$ cat src/rtl/logic_unit_arbiter.sv
// rtl/logic_unit_arbiter.sv - round-robin arbiter sharing one bitwise logic unit among NREQ requesters
//
// Ports:
//   clk        rising-edge clock
//   rst        synchronous active-high reset
//   req_valid  per-requester operation valid
//   req_op     2-bit op per requester (00 AND, 01 OR, 10 XOR, 11 ANDN)
//   req_a      WIDTH-bit operand A per requester
//   req_b      WIDTH-bit operand B per requester
//   req_ready  one-hot combinational grant
//   rsp_valid  result register holds a valid result
//   rsp_id     requester that owns rsp_data
//   rsp_data   registered result
//   rsp_ready  consumer accepts the result this cycle
module logic_unit_arbiter #(
  parameter int NREQ  = 4,
  parameter int WIDTH = 32,
  parameter int IDW   = (NREQ > 1) ? $clog2(NREQ) : 1
) (
  input  logic                    clk,
  input  logic                    rst,
  input  logic [NREQ-1:0]         req_valid,
  input  logic [2*NREQ-1:0]       req_op,
  input  logic [WIDTH*NREQ-1:0]   req_a,
  input  logic [WIDTH*NREQ-1:0]   req_b,
  output logic [NREQ-1:0]         req_ready,
  output logic                    rsp_valid,
  output logic [IDW-1:0]          rsp_id,
  output logic [WIDTH-1:0]        rsp_data,
  input  logic                    rsp_ready
);

  typedef enum logic {
    IDLE = 1'b0,
    HOLD = 1'b1
  } state_t;

  state_t           state;
  state_t           state_next;
  logic [IDW-1:0]   ptr;
  logic [IDW-1:0]   ptr_after;
  logic [IDW-1:0]   winner;
  logic [IDW-1:0]   scan_idx;
  logic [IDW:0]     scan_sum;
  logic             found;
  logic             accept_open;
  logic             grant;
  logic [1:0]       win_op;
  logic [WIDTH-1:0] win_a;
  logic [WIDTH-1:0] win_b;
  logic [WIDTH-1:0] result;

  // The result register can take a new value when it is empty or is being
  // drained this very cycle; reset closes the window outright.
  assign accept_open = !rst && ((state == IDLE) || rsp_ready);

  // Rotating priority scan starting at ptr. The extra sum bit lets the wrap
  // be done modulo NREQ, which need not be a power of two.
  always_comb begin
    winner   = '0;
    found    = 1'b0;
    scan_sum = '0;
    scan_idx = '0;
    for (int k = 0; k < NREQ; k++) begin
      scan_sum = {1'b0, ptr} + (IDW+1)'(k);
      if (scan_sum >= (IDW+1)'(NREQ)) begin
        scan_sum = scan_sum - (IDW+1)'(NREQ);
      end
      scan_idx = scan_sum[IDW-1:0];
      if (!found && req_valid[scan_idx]) begin
        found  = 1'b1;
        winner = scan_idx;
      end
    end
  end

  assign grant = accept_open && found;

  always_comb begin
    req_ready = '0;
    if (grant) begin
      req_ready[winner] = 1'b1;
    end
  end

  assign ptr_after = (winner == IDW'(NREQ - 1)) ? '0 : winner + 1'b1;

  // Shared logic unit, fed by the winner's lane
  assign win_op = req_op[2*int'(winner) +: 2];
  assign win_a  = req_a[WIDTH*int'(winner) +: WIDTH];
  assign win_b  = req_b[WIDTH*int'(winner) +: WIDTH];

  always_comb begin
    result = '0;
    case (win_op)
      2'b00:   result = win_a & win_b;
      2'b01:   result = win_a | win_b;
      2'b10:   result = win_a ^ win_b;
      default: result = win_a & ~win_b;
    endcase
  end

  always_ff @(posedge clk) begin
    if (rst) begin
      state <= IDLE;
    end else begin
      state <= state_next;
    end
  end

  always_comb begin
    state_next = state;
    case (state)
      IDLE: begin
        if (grant) state_next = HOLD;
      end
      HOLD: begin
        // A grant here is a back-to-back load: the old result drains as the
        // new one arrives, so the register stays full.
        if (grant)          state_next = HOLD;
        else if (rsp_ready) state_next = IDLE;
      end
      default: state_next = IDLE;
    endcase
  end

  assign rsp_valid = (state == HOLD);

  always_ff @(posedge clk) begin
    if (rst) begin
      ptr      <= '0;
      rsp_id   <= '0;
      rsp_data <= '0;
    end else if (grant) begin
      ptr      <= ptr_after;
      rsp_id   <= winner;
      rsp_data <= result;
    end
  end

endmodule

$ cat config.mk
export PLATFORM = sky130hd
export DESIGN_NAME = logic_unit_arbiter
export DESIGN_NICKNAME = d
export VERILOG_FILES = /design/src/rtl/logic_unit_arbiter.sv
export SDC_FILE = /design/constraint.sdc
export NUM_CORES = 1
export LEC_CHECK = 0
export CAP_MARGIN = 25
export CORE_MARGIN = 10
export CORE_UTILIZATION = 45
export CTS_CLUSTER_SIZE = 25
export DETAILED_ROUTE_END_ITERATION = 10
export PLACE_DENSITY = 0.93
export RECOVER_POWER = 50
export SLEW_MARGIN = 5
export SYNTH_ARGS = -nofsm -noshare
export SYNTH_HDL_FRONTEND = slang
export SYNTH_SLANG_ARGS = --single-unit
export TNS_END_PERCENT = 20
$ cat constraint.sdc
create_clock -name clk -period 4.7 [get_ports clk]
set_input_delay 0.47 -clock clk [delete_from_list [all_inputs] [get_ports clk]]
set_output_delay 0.47 -clock clk [all_outputs]
set_load 0.02 [all_outputs]
== Word level (Yosys, flattened, before mapping) ==
Cells that the tools add are included.
W data, S select, Z words.

* Output and inout bits: 39
* Input bits: 271
* Register bits: 37

* Bitwise operators: 6
* Shifts and indexed selects: 3
* Reduce and logical (&&, ||, !) cells: 12
* Add/subtract/negate cells: 8
* Muxes and demuxes: 29
* Equal/unequal tests: 3
* Order comparisons: 10

{| class="wikitable"
|+ Operators with widths
! kind !! count
|-
| $shiftx A128 B8 Y32 || 2
|-
| $pmux W32 S3 || 1
|-
| $and A32 B32 Y32 || 2
|-
| $not A32 Y32 || 1
|-
| $or A32 B32 Y32 || 1
|-
| $xor A32 B32 Y32 || 1
|-
| $mux W2 || 9
|-
| $lt A2 B3 Y1 const B || 5
|-
| $mux W1 || 12
|-
| $ge A3 B3 Y1 const B || 3
|-
| $bmux W1 S2 || 4
|-
| $shiftx A8 B4 Y2 || 1
|-
| $sub A2 B1 Y2 const B || 4
|-
| $add A2 B2 Y3 const B || 2
|-
| $logic_and A1 B1 Y1 || 6
|-
| $eq A2 B2 Y1 const B || 2
|-
| $logic_not A1 Y1 || 4
|-
| $mux W4 || 1
|-
| $add A2 B1 Y3 const B || 1
|-
| $ge A2 B3 Y1 const B || 1
|-
| $add A2 B1 Y2 const B || 1
|-
| $demux W1 S2 || 1
|-
| $eq A2 B1 Y1 const B || 1
|-
| $ge A2 B1 Y1 const B || 1
|-
| 4 further kinds || 4
|}

== Logic depth before layout (Yosys ltp) ==
* Word-level depth: 19
* Gate-level depth with buffers: 16
* Gate-level depth less buffers: 14

== Least setup slack after synthesis ==
No wires, ideal clock.

* Kind: input to register
* Start point: input req_valid[2]
* End point: register rsp_data[0]
* Path slack: 1.583 ns
* Data arrival time: 2.959 ns
* Cell stages on the path: 13
* Data required time: 4.543 ns
* Cell sequence: nor2b_1 a221o_2 nand2_2 inv_2 buf_2 mux2i_1 mux2i_1 inv_1 ha_1 clkbuf_1 clkbuf_1 clkbuf_1 a311oi_2

* Word-level cells in the longest chain between the ends: 16
* Elaborated cells on any way between the ends: 35

{| class="wikitable"
|+ Ends and longest elaborated chain
! what !! line !! RTL
|-
| start, declared || 22 || <nowiki>input logic [NREQ-1:0] req_valid,</nowiki>
|-
| $bmux W1 S2 || 70 || <nowiki>if (!found && req_valid[scan_idx]) begin</nowiki>
|-
| $mux W1 (not written as such) || 70 ||
|-
| $mux W1 || 70 ||
|-
| $logic_not A1 Y1 || 70 ||
|-
| $logic_and A1 B1 Y1 || 70 ||
|-
| $mux W1 || 70 ||
|-
| $logic_not A1 Y1 || 70 ||
|-
| $logic_and A1 B1 Y1 || 70 ||
|-
| $mux W1 || 70 ||
|-
| $logic_not A1 Y1 || 70 ||
|-
| $logic_and A1 B1 Y1 || 70 ||
|-
| $mux W2 * || 70 ||
|-
| net winner[1] || 42 || <nowiki>logic [IDW-1:0] winner;</nowiki>
|-
| $shiftx A128 B8 Y32 || 91 || <nowiki>assign win_b = req_b[WIDTH*int'(winner) +: WIDTH];</nowiki>
|-
| $not A32 Y32 || 99 || <nowiki>default: result = win_a & ~win_b;</nowiki>
|-
| $and A32 B32 Y32 || 99 ||
|-
| $pmux W32 S3 * || 95 || <nowiki>case (win_op)</nowiki>
|-
| end signal, assigned || 137 || <nowiki>rsp_data <= result;</nowiki>
|-
| end, declared || 29 || <nowiki>output logic [WIDTH-1:0] rsp_data,</nowiki>
|}

Mark *: on every way through the listed nets, which the timed path passes. The rest lies on a longest branch. The select of a mux whose other input is x is not followed.
A chain may end at the register's enable or synchronous reset.

== Final worst setup path ==
* Start point: input req_valid[1]
* End point: register rsp_data[15]

* Word-level cells in the longest chain between the ends: 16
* Elaborated cells on any way between the ends: 35

{| class="wikitable"
|+ Ends and longest elaborated chain
! what !! line
|-
| $bmux W1 S2 || 70
|-
| $mux W1 (not written as such) || 70
|-
| $mux W1 || 70
|-
| $logic_not A1 Y1 || 70
|-
| $logic_and A1 B1 Y1 || 70
|-
| $mux W1 || 70
|-
| $logic_not A1 Y1 || 70
|-
| $logic_and A1 B1 Y1 || 70
|-
| $mux W1 || 70
|-
| $logic_not A1 Y1 || 70
|-
| $logic_and A1 B1 Y1 || 70
|-
| $mux W2 || 70
|-
| $shiftx A128 B8 Y32 || 91
|-
| $not A32 Y32 || 99
|-
| $and A32 B32 Y32 || 99
|-
| $pmux W32 S3 || 95
|}

Several ways; a longest one is shown, not always the timed one. The select of a mux whose other input is x is not followed.

==> results.txt <==
----------------------------------------------------
[Global routing]
  GRT Residual Overflow ... 0
  Number of global-route vias before repair ... 7,413
  Largest net degree at the start of global routing ... 69
  Global-route wire length before repair ... 39,200 microns
  Total Routing Usage GR ... 0.256
  Number of antenna violations at the first check in global routing ... 1

[STA]
  Total setup violations reported at the end of the flow ... 0
  Layout Skew ... 0.00725 ns
  Final worst-path setup slack ... 0.754 ns
  Final Critical Period ... 3.95 ns
  Relative slew slack ... 0.0904
  RSZ-0062 raised after global routing ... no
  Highest achievable clock rate ... 253 MHz
  Worst-Margin Slew ... 1.36 ns
  Tcrit/Tclk final ... 0.840
  Setup_tns ... 0 ns
  Count of final max-slew check failures ... 0
  Endpoints failing hold ... 0

[Power]
  Leak ... 3.87 nW
  Cell-internal power ... 1.57 mW
  Pwr/cell area ... 333 nW/um^2
  Net switching component of the power ... 1.50 mW
  Switching share of total power ... 0.489
  Combinational share of power ... 0.736
  Flop pwr share ... 0.150
  VDD IR-drop max ... 293 uV
  Part of the total power dissipated in the clock network ... 0.114

[Setup path]
  Critical-path cell list ... dlygate4sd3_1 > nor2b_1 > a221o_2 > nand2_2 > inv_4 > mux2i_1 > mux2i_1 > inv_1 > ha_4 > nand2b_2 > o221a_1 > a311oi_2
  Highest fanout seen on the critical path ... 34
  Cell family with the largest share of critical-path delay ... simple AND/OR/NAND/NOR gates
  Kind of end point of the critical path ... flip-flop
  Critical path arrival ... 4.05 ns
  Slowest stage cell, crit path ... sky130_fd_sc_hd__nand2b_2
  Most used cell, CP ... sky130_fd_sc_hd__mux2i_1
  Type of the worst setup path ... input port to flip-flop
  Worst stage delay on the critical path ... 0.79 ns
  Worst path buffer plus inverter count ... 3
  Crit path launch type ... input port
  Data required time of the critical path ... 4.81 ns
  Register-to-Register Setup Slack ... 1.08 ns

[Clock network]
  Post-CTS Setup Repair Bufs ... 0
  Clock insertion delay at the later pin of the skew report ... 0.28 ns
  Number of buffers added by the clock tree synthesis step ... 5
  # clock sinks ... 37
  CTS resizes ... 0
  CTS max path bufs ... 2
  Root Driver ... sky130_fd_sc_hd__clkbuf_16
  CTS tree ... built
  CTS H-tree depth ... 2
  Clk pin slew, worst setup/hold paths ... 0.07 ns
  Number of hold-repair buffers added at the cts stage ... 0

[Yosys]
  Mean cell area of the mapped netlist ... 7.54 sq um
  Top post-synthesis cells by count ... sky130_fd_sc_hd__nand2_1 (131), sky130_fd_sc_hd__mux2i_1 (71), sky130_fd_sc_hd__inv_1 (68)
  Share of the synthesized area in the top cell type ... 0.122
  Number of standard cells after synthesis ... 808
  Most frequently used cell type in the post-synthesis netlist ... sky130_fd_sc_hd__nand2_1
  Number of synthesized register bits ... 37
  Library cell occupying the most area in the post-synthesis netlist ... sky130_fd_sc_hd__dfxtp_1
  Share of the yosys chip area belonging to registers ... 0.122
  Synth warn ... 0
  Dominant synthesized flop cell ... sky130_fd_sc_hd__dfxtp_1
  Syn_nets ... 1,118
  Number of synthesized flops with an enable pin ... 0
  Most area-consuming cells after synthesis ... sky130_fd_sc_hd__dfxtp_1 (12%), sky130_fd_sc_hd__mux2i_1 (12%), sky130_fd_sc_hd__nand2_1 (8.1%), sky130_fd_sc_hd__ha_1 (8.0%), sky130_fd_sc_hd__a311oi_2 (7.9%)
  Distinct cell type count after synthesis ... 33
  Synthesized cell area ... 6090 sq um
  Async set or reset register ratio after synthesis ... 0

[Floorplan]
  Die height ... 136 microns
  Horizontal die dimension ... 136 microns
  Total number of placement rows ... 42
  Initial cell density of the core ... 0.460
  Area of the die ... 18,600 sq um
  Area of the placeable core ... 13,200 sq um
  Top-Level Pins ... 310

[Routing]
  DRT antenna net count ... 0
  Total via count in the routed design ... 7,458
  Final routed wirelength across all metal layers ... 25,400 microns
  Detailed-routing iteration count for the pre-antenna-repair pass ... 7
  Drt initial violations ... 676
  Number of remaining DRC errors ... 0
  Via density per instance ... 6.03
  Detail-routed net length per standard cell ... 20.5 microns

[Place]
  Total placed cells including tap cells ... 1,228
  Setup Slack @ Placement ... 0.616 ns
  Final HPWL DP ... 19,000 microns
  Number of buffers added on ports ... 309
  Placed Area ... 9070 sq um
  Placer congestion estimate ... 0.860

[Run status]
  Status ... completed

[Cells and area]
  Fraction of layout cells with a size suffix above 1 ... 0.0680
  Relative area change from synthesis to final layout ... 51.3%
  Number of standard cells in the layout, taps in and fillers out ... 1,236
  Core Util, Final ... 0.696
  Final design area excluding fillers ... 9220 sq um
  Nets ... 1,369

[Job]
  Count of maximum capacitance violations ... 0

[Min path]
  Path type of the worst min-delay path ... flip-flop to flip-flop

----------------------------------------------------
[logic make-up after synthesis]
| family | share of synthesized area |
|---|---|
| DFF | 0.122 |
| muxes | 0.117 |
| and+or+nand+nor | 0.204 |
| buffers and inverters | 0.121 |
| adders and majority gates | 0.0801 |
| AOI/OAI and AO/OA | 0.356 |
[cells in the final DEF, fill, tap and decap left out, types with 2 or more instances in the layout]
| cell type | synthesis | routed |
|---|---|---|
| sky130_fd_sc_hd__nand2_1 | 131 | 131 |
| sky130_fd_sc_hd__inv_1 | 68 | 68 |
| sky130_fd_sc_hd__nand3b_1 | 3 | 3 |
| sky130_fd_sc_hd__dfxtp_1 | 37 | 37 |
| sky130_fd_sc_hd__nor2_1 | 4 | 4 |
| sky130_fd_sc_hd__mux2i_1 | 71 | 71 |
| sky130_fd_sc_hd__o21ai_0 | 66 | 66 |
| sky130_fd_sc_hd__nor2b_1 | 4 | 4 |
| sky130_fd_sc_hd__buf_4 | 6 | 12 |
| sky130_fd_sc_hd__clkbuf_16 | 0 | 5 |
| sky130_fd_sc_hd__a211oi_1 | 54 | 54 |
| sky130_fd_sc_hd__ha_1 | 39 | 38 |
| sky130_fd_sc_hd__or2_1 | 32 | 32 |
| sky130_fd_sc_hd__a21oi_1 | 34 | 34 |
| sky130_fd_sc_hd__a211oi_2 | 10 | 10 |
| sky130_fd_sc_hd__o221a_2 | 2 | 2 |
| sky130_fd_sc_hd__nor3_1 | 2 | 2 |
| sky130_fd_sc_hd__o41ai_1 | 32 | 32 |
| sky130_fd_sc_hd__a311oi_2 | 32 | 32 |
| sky130_fd_sc_hd__and3_1 | 64 | 64 |
| sky130_fd_sc_hd__and2_1 | 4 | 4 |
| sky130_fd_sc_hd__dlygate4sd3_1 | 0 | 36 |
| sky130_fd_sc_hd__clkdlybuf4s50_1 | 0 | 273 |
| sky130_fd_sc_hd__o221a_1 | 30 | 30 |
[state kept, by name, indices dropped and copies added, names as in the netlist]
name,cells
rsp_id,2
ptr,2
rsp_valid,1
rsp_data,32
[worst reg2reg max path: stages (launching register included)]
cell and delay (ns):
sky130_fd_sc_hd__dfxtp_1 0.40, sky130_fd_sc_hd__mux2i_1 0.20, sky130_fd_sc_hd__nor2_1 0.05, sky130_fd_sc_hd__or3_2 0.53, sky130_fd_sc_hd__clkinv_4 0.11, sky130_fd_sc_hd__mux2i_1 0.25, sky130_fd_sc_hd__inv_1 0.13, sky130_fd_sc_hd__ha_4 0.57
sky130_fd_sc_hd__nand2b_2 0.79, sky130_fd_sc_hd__o221a_1 0.37, sky130_fd_sc_hd__a311oi_2 0.05
[final cells by class]
cell class	count	area, sq um
Multi-Input combinational cell	623	4640
Fill cell	1074	4030
Timing Repair Buffer	322	3200
Sequential cell	37	741
Inverter	70	270
Tap cell	176	220
Clock buffer	7	143
Antenna cell	1	2.50
[final timing paths]
kind / from / endpoint / depth (start not counted)
min reg2reg: rsp_id[1] / rsp_id[1] / 2
max reg2reg: ptr[1] / rsp_data[15] / 10
min: rsp_id[1] / rsp_id[1] / 2
max: req_valid[1] / rsp_data[15] / 12
[per-stage QoR]
stage               hold slack [ns]  total power [mW]
global placement              0.469              2.66
floorplan                     0.493              1.98
CTS                           0.501              3.08
global route                  0.543              3.29
detailed placement            0.483              2.73
finish                        0.501              3.07
[per-layer routing]
metal,GRT usage,part of all wire,up-vias
met5,0,0,-
met2,0.436,0.49,375
met4,0.0864,0.027,0
li1,-,-,3487
met1,0.298,0.39,3550
met3,0.0760,0.095,46
[power groups by stage]
stage	registers, mW	clock network, mW	logic [mW]
after floorplan	0.572	0	1.41
after global placement	0.466	0	2.20
after detailed placement	0.469	0	2.26
after CTS	0.463	0.353	2.27
after global routing	0.470	0.363	2.46
final	0.460	0.350	2.26
No activity file was read; power rests on OpenSTA's default activity.
